$ cat src/rtl/uart_tx_if.sv
// Byte handshake and serial-line bundle between an upstream byte source and uart_tx.
// The master side is the byte producer; the slave side is the transmitter.
interface uart_tx_if;
   logic [7:0] data_tx;
   logic       valid_tx;
   logic       ready_tx;
   logic       tx;
   logic       done_tx;

   modport master (
      output data_tx,
      output valid_tx,
      input  ready_tx,
      input  tx,
      input  done_tx
   );

   modport slave (
      input  data_tx,
      input  valid_tx,
      output ready_tx,
      output tx,
      output done_tx
   );
endinterface

$ cat src/rtl/uart_tx.sv
// UART transmitter: one byte per valid/ready handshake, framed as start, 8 data bits (LSB first),
// optional parity and 1 or 2 stop bits, each bit held for DELAY clocks; done_tx pulses at frame end.
module uart_tx #(
   parameter int SYS_CLK   = 25_000_000,
   parameter int BPS       = 9600,
   parameter int DELAY     = SYS_CLK / BPS,
   parameter int PARITY    = 0,
   parameter int STOP_BITS = 1
) (
   input  logic     clk,
   input  logic     rst,
   uart_tx_if.slave bus
);

   typedef enum logic [2:0] {
      S_IDLE,
      S_START,
      S_DATA,
      S_PARITY,
      S_STOP
   } state_t;

   localparam logic [15:0] CNT_LAST  = 16'(DELAY - 1);
   localparam logic        STOP_LAST = 1'(STOP_BITS - 1);

   state_t      state_q, state_d;
   logic [15:0] cnt_q, cnt_d;
   logic [2:0]  bit_idx_q, bit_idx_d;
   logic        stop_idx_q, stop_idx_d;
   logic [7:0]  shift_q, shift_d;
   logic        parity_q, parity_d;
   logic        tx_q, tx_d;
   logic        ready_q, ready_d;
   logic        done_q, done_d;
   logic        accept;
   logic        bit_end;

   assign accept  = bus.valid_tx && ready_q;
   assign bit_end = (cnt_q == CNT_LAST);

   always_comb begin
      state_d    = state_q;
      cnt_d      = cnt_q;
      bit_idx_d  = bit_idx_q;
      stop_idx_d = stop_idx_q;
      shift_d    = shift_q;
      parity_d   = parity_q;
      tx_d       = tx_q;
      done_d     = 1'b0;

      if (state_q != S_IDLE) begin
         cnt_d = bit_end ? 16'd0 : cnt_q + 16'd1;
      end

      unique case (state_q)
         S_IDLE: begin
            cnt_d      = 16'd0;
            bit_idx_d  = 3'd0;
            stop_idx_d = 1'b0;
            tx_d       = 1'b1;
            // The start bit is driven from the accepting edge so back-to-back frames
            // are separated by a single idle-high clock.
            if (accept) begin
               state_d  = S_START;
               shift_d  = bus.data_tx;
               parity_d = (PARITY == 1) ? ~(^bus.data_tx) : ^bus.data_tx;
               tx_d     = 1'b0;
            end
         end
         S_START: begin
            if (bit_end) begin
               state_d = S_DATA;
               tx_d    = shift_q[0];
            end
         end
         S_DATA: begin
            if (bit_end) begin
               if (bit_idx_q == 3'd7) begin
                  if (PARITY != 0) begin
                     state_d = S_PARITY;
                     tx_d    = parity_q;
                  end else begin
                     state_d = S_STOP;
                     tx_d    = 1'b1;
                  end
               end else begin
                  bit_idx_d = bit_idx_q + 3'd1;
                  shift_d   = {1'b0, shift_q[7:1]};
                  tx_d      = shift_q[1];
               end
            end
         end
         S_PARITY: begin
            if (bit_end) begin
               state_d = S_STOP;
               tx_d    = 1'b1;
            end
         end
         S_STOP: begin
            tx_d = 1'b1;
            if (bit_end) begin
               if (stop_idx_q == STOP_LAST) begin
                  state_d = S_IDLE;
                  done_d  = 1'b1;
               end else begin
                  stop_idx_d = 1'b1;
               end
            end
         end
         default: begin
            state_d = S_IDLE;
            tx_d    = 1'b1;
         end
      endcase

      ready_d = (state_d == S_IDLE);
   end

   always_ff @(posedge clk or posedge rst) begin
      if (rst) begin
         state_q    <= S_IDLE;
         cnt_q      <= 16'd0;
         bit_idx_q  <= 3'd0;
         stop_idx_q <= 1'b0;
         shift_q    <= 8'd0;
         parity_q   <= 1'b0;
         tx_q       <= 1'b1;
         ready_q    <= 1'b1;
         done_q     <= 1'b0;
      end else begin
         state_q    <= state_d;
         cnt_q      <= cnt_d;
         bit_idx_q  <= bit_idx_d;
         stop_idx_q <= stop_idx_d;
         shift_q    <= shift_d;
         parity_q   <= parity_d;
         tx_q       <= tx_d;
         ready_q    <= ready_d;
         done_q     <= done_d;
      end
   end

   assign bus.ready_tx = ready_q;
   assign bus.tx       = tx_q;
   assign bus.done_tx  = done_q;

endmodule

$ cat src/flat_wrapper.sv
// flat-port wrapper written by rule: the top's interface ports become plain ports
module uart_tx_flat 
#(
   parameter int SYS_CLK   = 25_000_000,
   parameter int BPS       = 9600,
   parameter int DELAY     = SYS_CLK / BPS,
   parameter int PARITY    = 0,
   parameter int STOP_BITS = 1
)
  (clk, rst, bus_data_tx, bus_valid_tx, bus_ready_tx, bus_tx, bus_done_tx);
  uart_tx_if bus_i ();
  input  logic clk;
  input  logic rst;
  input wire logic [$bits(bus_i.data_tx)-1:0] bus_data_tx;
  input wire logic [$bits(bus_i.valid_tx)-1:0] bus_valid_tx;
  output wire logic [$bits(bus_i.ready_tx)-1:0] bus_ready_tx;
  output wire logic [$bits(bus_i.tx)-1:0] bus_tx;
  output wire logic [$bits(bus_i.done_tx)-1:0] bus_done_tx;
  assign bus_i.data_tx = bus_data_tx;
  assign bus_i.valid_tx = bus_valid_tx;
  assign bus_ready_tx = bus_i.ready_tx;
  assign bus_tx = bus_i.tx;
  assign bus_done_tx = bus_i.done_tx;
  uart_tx #(.SYS_CLK(SYS_CLK), .BPS(BPS), .DELAY(DELAY), .PARITY(PARITY), .STOP_BITS(STOP_BITS)) u_core (.clk(clk), .rst(rst), .bus(bus_i));
endmodule
$ cat config.mk
export PLATFORM = sky130hd
export DESIGN_NAME = uart_tx_flat
export DESIGN_NICKNAME = d
export VERILOG_FILES = /design/src/rtl/uart_tx_if.sv /design/src/rtl/uart_tx.sv /design/src/flat_wrapper.sv
export SDC_FILE = /design/constraint.sdc
export NUM_CORES = 1
export LEC_CHECK = 0
export ABC_AREA = 1
export BUFFER_PORTS_ARGS = -buffer_cell sky130_fd_sc_hd__buf_2
export CORE_UTILIZATION = 40
export CTS_CLUSTER_DIAMETER = 40
export CTS_CLUSTER_SIZE = 14
export DETAILED_ROUTE_END_ITERATION = 10
export PLACE_DENSITY = 0.61
export SYNTH_ARGS = -nofsm -noshare
export SYNTH_HDL_FRONTEND = slang
export SYNTH_SLANG_ARGS = --single-unit
$ cat constraint.sdc
create_clock -name clk -period 2.1 [get_ports clk]
set_input_delay 0.315 -clock clk [delete_from_list [all_inputs] [get_ports clk]]
set_output_delay 0.315 -clock clk [all_outputs]
set_load 0.01 [all_outputs]
==> metrics, run 1 <==
Worst Skew about 0.0043 ns; CTS Buffer Depth 2; status complete, no violations; ant diodes 0; Final Util about 48%; distinct cell type count after synthesis 27; Worst Setup End Kind flop; total number of vias around 1.4k; Critical R2R Capture u_core.shift_q[5]$_DFFE_PP0P_; Layout area overhead 11.84%; initial antenna violation count 0; ANT nets after route 0; number of max-cap violations 0; share of layout cells above drive strength 1 about a fifth; # nets final between 200 and 250; Detailed Place HPWL 2314 µm; Hold Slack approximately 0.12 ns; pwr dens approximately 570 nW/µm²; crit path max fanout 16; met1 usage between 20% and 30%; Leak 1.028 nW; Hold Crit Class primary input to async pin; reg2reg setup slack 0.33 ns; Tot Pwr 1.140 mW; Worst R2R Path Depth 10; most common cell after layout, fill and taps aside nand2_1; design area approximately 2000 µm²; die height between 60 and 70 µm; vias in the first global route 1201; Syn Nets roughly 230; Peak supply drop approximately 300 µV; CTS clk-pin slew, worst paths around 0.070 ns; post-CTS setup buffer count 0; clk root buf clkbuf_8; most frequent cells in the layout nand2_1 (49), dfrtp_1 (32), nor2_1 (26); hold buffer count at CTS 0; WL/cell about 11 µm; post-route DRC violation count 0; CP Cell Sequence ha_1 > nand2_1 > clkinv_1 > nand2_1 > nor2_2 > nand2_2 > nand2_2 > nand3_4 > nand2_1 > o21ai_2; Placement Cell Area 1917 µm²; post-synth top area share between 40% and 50%; Final Hold Viols 0; Starting Density approximately 43%; setup total negative slack 0 ns; Layout Cells excl Fill 283; Slew Limit Fails 0; Worst-Skew Late Latency 0.28 ns; Synth Instances about 210; worst-margin pin slew 0.4267 ns; worst endpoint data arrival time approximately 1.9 ns; RD Place Congestion about 0.82; Setup CP Type flop to flop; Final Routed Wirelength about 3200 µm; Post-Syn Area 1785 µm²; Pre-antenna DRT Iters 4; # IOs 14; crit share post-route about 84%; total grt overflow 0; Num CTS Buffers 5; Die ar. ~4700 µm²; synth top area cells dfrtp_1 (45%), nand2_1 (10%), nor2_1 (5.5%), nand3_1 (4.2%), inv_1 (4.0%); Die W about 69 µm; endpoints failing setup 0; Setup crit start kind flop; Placed Cells ~280; Total GRT Usage approximately 16%; met3 Use GR just under 4%; leading area contributor after synthesis dfrtp_1; PortBufs 13; met2 Use GR 22.18%; Tmin final between 1.5 and 2 ns; register bit total from synthesis 34; number of cell rows 23; Rel. slew slack about 72%; 1st-iter DRT viols 95; RSZ-0062 raised after global routing no; cell mode on critical path nand2_1; core footprint about 4100 µm²; TritonCTS clock tree built; via/cell ratio around 4.8; Mean Syn Cell Area approximately 8.5 µm²; largest net degree at the start of global routing 35; Slowest Stage Delay on Critical Path approximately 0.37 ns; Critical R2R Launch u_core.cnt_q[0]$_DFF_PP0_; cell at the slowest stage of the critical path dfrtp_1; fmax 564.3 MHz; H-tree depth 2; global routing's busiest layer met2; CTS resizes 0; Worst Path Required 2.27 ns; Clock Sinks 34; pre-CTS WS roughly 0.32 ns; worst setup margin between 0.3 and 0.4 ns; Seq/Total Area, Yosys approximately 48%; Yosys warning count 0; first-pass GRT wire length 5209 µm
==> worst max-delay path, delay by kind of cell (launching register included) <==
| kind | cells | cell delay (ns) |
|---|---|---|
| simple gates | 7 | 0.97 |
| compound gates | 1 | 0.06 |
| fa+ha+maj | 1 | 0.19 |
| buf+inv | 1 | 0.05 |
| flops | 1 | 0.37 |
==> cell families after synthesis <==
family | after synthesis | share of synthesized area, %
XOR/XNOR | 3 | 1.472
flip-flops | 34 | 47.79
buffers and inverters | 25 | 5.956
multiplexers | 6 | 3.364
adder cells (fa/ha/maj) | 3 | 2.103
AO/OA/AOI/OAI | 29 | 10.23
AND/OR/NAND/NOR | 111 | 29.08
==> Yosys cell counts <==
cell type / count
mux2i_1: 6
clkinv_1: 1
o211ai_1: 1
o21ai_2: 8
nor2_1: 26
or2_2: 1
o211a_1: 1
dfrtp_1: 32
nand3_1: 15
o21ai_0: 8
inv_2: 3
nand2_1: 49
a21oi_1: 11
dfstp_2: 2
buf_6: 1
nand3_4: 2
inv_1: 19
nand2_4: 1
ha_1: 3
xor2_1: 3
nor2_2: 3
inv_6: 1
nor3_1: 3
nor3b_1: 2
nand2_2: 6
nor2_4: 1
nand4_1: 2
==> cell type report <==
class	instances	area [µm²]
fill	413	2147
sequential	34	853.3
multi-input combinational	152	825.8
inverter	24	95.09
clock buffer	8	80.08
timing repair buffer	15	80.08
tap	50	62.56
==> power by group <==
group          total [mW]  switching, mW  internal [mW]  leakage (nW)
sequential          0.655              0          0.655         0.448
clock               0.455          0.220          0.235        0.0395
combinational      0.0295         0.0188         0.0106         0.540
total                1.14          0.238          0.901          1.03
==> worst max-delay path by stage <==
stage                                    from                             to  slack (ns)  depth (start not counted)
detailed placement  u_core.cnt_q[0]$_DFF_PP0_  u_core.shift_q[5]$_DFFE_PP0P_        0.32                         10
CTS                 u_core.cnt_q[0]$_DFF_PP0_  u_core.shift_q[5]$_DFFE_PP0P_        0.30                         10
global placement    u_core.cnt_q[0]$_DFF_PP0_  u_core.shift_q[2]$_DFFE_PP0P_        0.41                         10
finish              u_core.cnt_q[0]$_DFF_PP0_  u_core.shift_q[5]$_DFFE_PP0P_        0.33                         10
floorplan           u_core.cnt_q[0]$_DFF_PP0_  u_core.shift_q[3]$_DFFE_PP0P_        0.54                         11
global route        u_core.cnt_q[0]$_DFF_PP0_  u_core.shift_q[5]$_DFFE_PP0P_        0.06                         10
==> layer usage <==
metal  wire, µm  vias to the layer above
met5          0                        -
met4         86                        0
met2       1348                       39
li1           -                      722
met1       1587                      598
met3        146                        7
==> sequential cells by signal, indices dropped and copies added (netlist names) <==
register,count
u_core.shift_q,8
u_core.state_q,3
u_core.bus.done_tx,1
u_core.stop_idx_q,1
u_core.bus.ready_tx,1
u_core.bus.tx,1
u_core.cnt_q,16
u_core.bit_idx_q,3
(Power assumes the default switching activity.)
==> run 2, diff against run 1 <==
ABC_AREA = 0   (was 1)
PLACE_DENSITY = 0.63   (was 0.61)
clock period = 1.5 ns   (was 2.1 ns; I/O delays follow)
==> run 2 against run 1 <==
  * Largest power group unchanged
  * Largest cell class is now multi-input gates
  * Setup slack worse by 0.60 ns
  * Critical path type unchanged
  * Highest routed layer unchanged
  * Sequential share of layout area is 8.3 points lower
  * Power is 42% higher
  * Register-to-register slack worse by 0.60 ns
  * The flow now finishes with violations (setup timing)
==> metrics, run 2 <==
post-route DRC violation count 0 (unchanged); Layout Cells excl Fill 292 (was 283); Final Routed Wirelength 4486 µm (was 3168 µm); first-pass GRT wire length 6727 µm (was 5209 µm); Peak supply drop 400.3 µV (was 301.8 µV); Multi-input gate area 1047 µm² (was 825.8 µm²); synth top area cells dfrtp_1 (46%), nor2_1 (5.8%), xnor2_1 (5.0%), nand3b_1 (3.4%), o22ai_1 (3.2%) (was dfrtp_1 (45%), nand2_1 (10%), nor2_1 (5.5%), nand3_1 (4.2%), inv_1 (4.0%)); worst-margin pin slew 0.4379 ns (was 0.4267 ns); total grt overflow 0 (unchanged); pwr dens 650.1 nW/µm² (was 570.6 nW/µm²); Placed Cells 272 (was 275); leading area contributor after synthesis dfrtp_1 (unchanged); Clock Sinks 34 (unchanged); Leak 1.109 nW (was 1.028 nW); Die W 68.08 µm (was 68.81 µm); clk root buf clkbuf_8 (unchanged); via/cell ratio 5.599 (was 4.827); Reg with most FFs u_core.cnt_q (unchanged); Worst Skew 0.004334 ns (was 0.004313 ns); ANT nets after route 0 (unchanged); Detailed Place HPWL 2818 µm (was 2314 µm); post-synth top area share 45.85% (was 44.85%); Setup CP Type flop to flop (unchanged); number of max-cap violations 0 (unchanged); core footprint 4086 µm² (was 4144 µm²); Post-Syn Area 1747 µm² (was 1785 µm²); die height 68.08 µm (was 68.81 µm); Worst Setup End Kind flop (unchanged); violated checks setup timing; Worst-Skew Late Latency 0.29 ns (was 0.28 ns); Pre-antenna DRT Iters 4 (unchanged); post-synthesis xor/xnor area fraction 7.020% (was 1.472%); WL/cell 15.36 µm (was 11.19 µm); largest net degree at the start of global routing 35 (unchanged); register area 853.3 µm² (unchanged); Setup crit start kind flop (unchanged); register bit total from synthesis 34 (unchanged); Yosys warning count 0 (unchanged); crit share post-route 118.1% (was 84.39%); 1st-iter DRT viols 66 (was 95); status finished with violations (was complete, no violations); hold buffer count at CTS 0 (unchanged); # nets final 255 (was 246); Worst Path Required 1.71 ns (was 2.27 ns); top flop regs u_core.cnt_q x16, u_core.shift_q x8 (unchanged); Slew Limit Fails 0 (unchanged); fmax 564.4 MHz (was 564.3 MHz); Layout area overhead 42.05% (was 11.84%); Seq/Total Area, Yosys 48.85% (was 47.79%); RSZ-0062 raised after global routing yes (was no); fraction of the mapped netlist area in adder cells 2.149% (was 2.102%); initial antenna violation count 0 (unchanged); worst endpoint data arrival time 1.98 ns (was 1.94 ns); endpoints failing setup 15 (was 0); Hold Crit Class primary input to async pin (unchanged); distinct cell type count after synthesis 36 (was 27); total number of vias 1635 (was 1366); Total GRT Usage 20.16% (was 15.53%); commonest cells in the netlist dfrtp_1 (32), nor2_1 (27), nand2_1 (12) (was nand2_1 (49), dfrtp_1 (32), nor2_1 (26)); Mean Syn Cell Area 9.341 µm² (was 8.462 µm²); top-count cell post-synth dfrtp_1 (was nand2_1); pre-CTS WS -0.2608 ns (was 0.3182 ns); Tmin final 1.772 ns (about the same); Post-synth EDFFs 0 (unchanged); Final Hold Viols 0 (unchanged); Synth Area in Compound Gates 11.39% (was 10.23%); Async SR Flop Fraction 100.0% (unchanged); predominant post-synthesis flop cell dfrtp_1 (unchanged); Starting Density 42.74% (was 43.09%); TritonCTS clock tree built (unchanged); # IOs 14 (unchanged); Largest register FFs 16 (unchanged); Syn Nets 201 (was 225); PortBufs 13 (unchanged); largest family of logic cells by synthesized area simple AND/OR/NAND/NOR gates (unchanged); ant diodes 0 (unchanged); Synth Area in Simple Gates 26.58% (was 29.08%); most common cell after layout, fill and taps aside dfrtp_1 (was nand2_1); Die ar. 4635 µm² (was 4735 µm²); Num CTS Buffers 5 (unchanged); number of cell rows 23 (unchanged); mux contribution to synthesized area 0.5731% (was 3.364%); H-tree depth 2 (unchanged); CTS Buffer Depth 2 (unchanged); Synth Instances 187 (was 211); share of layout cells above drive strength 1 38.84% (was 20.60%); Fillers 360 (was 413); most frequent cells in the layout dfrtp_1 (32), buf_4 (31), nor2_1 (27) (was nand2_1 (49), dfrtp_1 (32), nor2_1 (26)); RD Place Congestion 0.8176 (was 0.8249); Rel. slew slack 70.81% (was 71.56%); vias in the first global route 1505 (was 1201); crit path max fanout 5 (was 16); CTS clk-pin slew, worst paths 0.07 ns (about the same); worst setup margin -0.2718 ns (was 0.3278 ns)
-- run 2: cell count changes in the layout (fill, tap and decap cells not counted), moves of 7 or more --
cell | before | now
nand3b_1 | 0 | 8
buf_6 | 0 | 10
o22ai_1 | 0 | 9
xnor2_1 | 0 | 10
nand2_1 | 49 | 9
inv_1 | 19 | 6
buf_4 | 2 | 31
o21ai_2 | 8 | 1
-- run 2: power breakdown --
group	switching [mW]	leakage (nW)	internal, mW
registers	0	0.448	0.917
logic	0.0228	0.621	0.0110
clock network	0.333	0.0395	0.330
total	0.355	1.11	1.26
-- run 2: metrics by stage --
step | area, µm² | TNS, ns | utilization (%) | hold WS [ns] | power, mW
after CTS | 2248 | -1.610 | 55.02 | 0.03340 | 1.638
final | 2481 | -2.525 | 60.72 | 0.02045 | 1.613
after global routing | 2481 | -4.190 | 60.72 | 0.06788 | 1.680
after detailed placement | 2097 | -3.011 | 51.32 | 0.3538 | 0.9695
after floorplan | 1787 | -1.406 | - | 0.3304 | 0.9475
after global placement | 2097 | -2.218 | 51.32 | 0.3331 | 0.9678
-- run 2: logic make-up (layout without fill, tap and decap cells) --
logic type / after synthesis / in the layout
xor gates and xnor gates: 14 / 14
muxes: 1 / 1
AOI/OAI and AO/OA: 32 / 32
and+or+nand+nor: 88 / 89
buffers and inverters: 15 / 69
DFF: 34 / 34
adders and majority gates: 3 / 3
-- run 2: worst paths after layout --
kind,cells after the start,startpoint,slack [ns],to
max in group asynchronous,3,rst,1.14,u_core.bus.ready_tx$_DFF_PP1_
min,3,rst,0.02,u_core.cnt_q[11]$_DFF_PP0_
max reg2reg,6,u_core.bit_idx_q[0]$_DFFE_PP0P_,-0.27,u_core.bit_idx_q[1]$_DFFE_PP0P_
min in group clk,3,bus_data_tx[7],0.13,u_core.shift_q[7]$_DFFE_PP0P_
min reg2reg,1,u_core.stop_idx_q$_DFFE_PP0P_,0.51,u_core.bus.done_tx$_DFF_PP0_
max,6,u_core.bit_idx_q[0]$_DFFE_PP0P_,-0.27,u_core.bit_idx_q[1]$_DFFE_PP0P_
-- run 2: timing repair --
item	4_1_cts	5_1_grt
buffers inserted	2	8
resized for setup	10	34
gates cloned	0	2
pin swaps	4	27
setup endpoints to repair	33	33
-- run 2: layer usage --
metal	share of wire (%)	routed length [µm]	track usage, %	vias to the layer above
met1	42	1883	23.09	819
met4	2.1	94	8.854	0
met2	52	2327	34.44	35
met3	4.0	181	6.000	7
li1	-	-	-	774
met5	0	0	0	-
-- run 2: final cells by class --
class,count,area share [%]
Tap cell,50,2.521
Timing Repair Buffer,55,16.74
Inverter,6,0.9077
Multi-Input combinational cell,139,42.21
Sequential cell,34,34.39
Clock buffer,8,3.227
-- run 2: worst max-delay path, stage by stage (launching register included) --
cell	delay (ns)
dfrtp_1	0.39
ha_2	0.20
ha_4	0.17
nor4_4	0.12
nand4_1	0.24
or2_4	0.36
o211ai_1	0.19
==> run 3, diff against run 2 <==
SETUP_SLACK_MARGIN = 0.3   (was unset)
==> run 3 against run 2 <==
  * The run still ends with setup timing left
  * Register-to-register slack better by 0.12 ns
  * Sequential share of layout area is 0.96 points lower
  * Clock-buffer cell count is 1 lower
  * Hold slack better by 0.0073 ns
  * Critical path depth stayed put
  * Maximum frequency is 7.3% higher
  * Power is 2.1% higher
  * Largest cell class unchanged
  * Largest power group unchanged
==> metrics, run 3 (synthesis gave the netlist of run 2 again) <==
Reg with most FFs u_core.cnt_q (unchanged); Worst Setup End Kind flop (unchanged); Worst Path Required 1.70 ns (was 1.71 ns); Leak 1.067 nW (was 1.109 nW); number of cell rows 23 (unchanged); Final Hold Viols 0 (unchanged); Worst-Skew Late Latency 0.28 ns (was 0.29 ns); Worst Skew 0.007099 ns (was 0.004334 ns); TritonCTS clock tree built (unchanged); endpoints failing setup 31 (was 15); Die ar. 4635 µm² (unchanged); pwr dens 645.2 nW/µm² (was 650.1 nW/µm²); Placed Cells 269 (was 272); reg2reg setup slack -0.15 ns (was -0.27 ns); clk root buf clkbuf_8 (unchanged); crit path max fanout 2 (was 5); share of layout cells above drive strength 1 44.96% (was 38.84%); number of max-cap violations 0 (unchanged); fmax 605.4 MHz (was 564.4 MHz); Largest register FFs 16 (unchanged); Detailed Place HPWL 2727 µm (was 2818 µm); # nets final 251 (was 255); Starting Density 42.74% (unchanged); Slew Limit Fails 0 (unchanged); PortBufs 13 (unchanged); Peak supply drop 459.7 µV (was 400.3 µV); Setup crit start kind flop (unchanged); Hold Slack 0.02777 ns (was 0.02045 ns); Worst R2R Path Depth 6 (unchanged); Layout area overhead 46.13% (was 42.05%); worst setup margin -0.1519 ns (was -0.2718 ns); H-tree depth 2 (unchanged); CTS clk-pin slew, worst paths 0.07 ns (about the same); Final Routed Wirelength 4716 µm (was 4486 µm); vias in the first global route 1648 (was 1505); Num CTS Buffers 5 (unchanged); Critical R2R Launch u_core.bit_idx_q[0]$_DFFE_PP0P_ (unchanged); RD Place Congestion 0.7964 (was 0.8176); Die W 68.08 µm (unchanged); WL/cell 16.38 µm (was 15.36 µm); top flop regs u_core.cnt_q x16, u_core.shift_q x8 (unchanged); core footprint 4086 µm² (unchanged); Clock Sinks 34 (unchanged); Layout Cells excl Fill 288 (was 292); die height 68.08 µm (unchanged); total grt overflow 0 (unchanged); Critical R2R Capture u_core.bus.tx$_DFFE_PP1P_ (was u_core.bit_idx_q[1]$_DFFE_PP0P_); via/cell ratio 5.656 (was 5.599); Hold Crit Class primary input to async pin (unchanged); most frequent cells in the layout buf_4 (32), dfrtp_1 (32), nor2_1 (17) (was dfrtp_1 (32), buf_4 (31), nor2_1 (27)); Tmin final 1.652 ns (was 1.772 ns); crit share post-route 110.1% (was 118.1%); hold buffer count at CTS 0 (unchanged); Total GRT Usage 22.48% (was 20.16%); Placement Cell Area 2101 µm² (was 2097 µm²); ant diodes 0 (unchanged); largest net degree at the start of global routing 35 (unchanged); # IOs 14 (unchanged); worst-margin pin slew 0.4448 ns (was 0.4379 ns); CTS Buffer Depth 2 (unchanged); total number of vias 1629 (was 1635); setup total negative slack -2.065 ns (was -2.525 ns); ANT nets after route 0 (unchanged); worst endpoint data arrival time 1.85 ns (was 1.98 ns); Setup CP Type flop to flop (unchanged); design area 2552 µm² (was 2481 µm²); 1st-iter DRT viols 89 (was 66); post-route DRC violation count 0 (unchanged); Rel. slew slack 70.35% (was 70.81%); initial antenna violation count 0 (unchanged); Pre-antenna DRT Iters 4 (unchanged); RSZ-0062 raised after global routing yes (unchanged); status finished with violations (unchanged); first-pass GRT wire length 7610 µm (was 6727 µm); violated checks setup timing (unchanged)
==> run 3: cell count changes in the layout (fill, tap and decap cells not counted), moves of 4 or more <==
| cell | previous run | this run |
|---|---|---|
| nor2_1 | 27 | 17 |
| nor2_4 | 0 | 8 |
| buf_6 | 10 | 5 |
| a21oi_1 | 8 | 4 |
| a21oi_2 | 2 | 6 |
==> run 3: metal layers <==
layer,part of all wire (%),vias to the layer above,global-route usage (%)
met4,0.98,0,7.031
met2,53,24,37.62
met1,43,830,29.14
li1,-,769,-
met3,3.0,6,4.167
met5,0,-,0
==> run 3: worst max-delay path by stage <==
stage	startpoint	to	depth (start not counted)
2_1_floorplan	u_core.bit_idx_q[1]$_DFFE_PP0P_	u_core.bit_idx_q[1]$_DFFE_PP0P_	7
6_report	u_core.bit_idx_q[0]$_DFFE_PP0P_	u_core.bus.tx$_DFFE_PP1P_	6
5_1_grt	u_core.bit_idx_q[0]$_DFFE_PP0P_	u_core.bus.tx$_DFFE_PP1P_	6
4_1_cts	u_core.bit_idx_q[0]$_DFFE_PP0P_	u_core.bit_idx_q[1]$_DFFE_PP0P_	6
3_3_place_gp	u_core.bit_idx_q[0]$_DFFE_PP0P_	u_core.bit_idx_q[1]$_DFFE_PP0P_	6
3_5_place_dp	u_core.bit_idx_q[0]$_DFFE_PP0P_	u_core.bit_idx_q[1]$_DFFE_PP0P_	6
==> run 3: worst max-delay path, stage by stage, from the launching register on <==
cell and delay [ns]:
dfrtp_1 0.39, ha_2 0.20, ha_4 0.16, buf_4 0.14
or3_1 0.32, a221oi_2 0.26, mux2i_1 0.11
==> run 3: metrics by stage <==
| stage | utilization (%) | total power, mW | setup WS, ns |
|---|---|---|---|
| after floorplan | - | 0.9475 | -0.1818 |
| after global placement | 51.41 | 0.9684 | -0.1854 |
| after detailed placement | 51.41 | 0.9690 | -0.2453 |
| after CTS | 60.69 | 1.662 | -0.1678 |
| after global routing | 62.46 | 1.714 | -0.2230 |
| final | 62.46 | 1.647 | -0.1519 |
==> run 3: final cells by class <==
class | count | area, µm²
fill | 331 | 1534
inverter | 6 | 22.52
tap | 50 | 62.56
timing repair buffer | 51 | 401.6
sequential | 34 | 853.3
multi-input combinational | 139 | 1121
clock inverter | 1 | 5.005
clock buffer | 7 | 86.33
==> run 3: what timing repair did <==
item,in CTS,in global routing
setup endpoints to repair,34,34
gates cloned,1,1
buffers inserted,9,0
pin swaps,19,5
gates resized for setup,49,9
==> run 3: power breakdown <==
group,internal [mW],switching [mW],leakage (nW)
Clock,0.370,0.325,0.0482
Sequential,0.917,0,0.448
Combinational,0.0110,0.0234,0.571
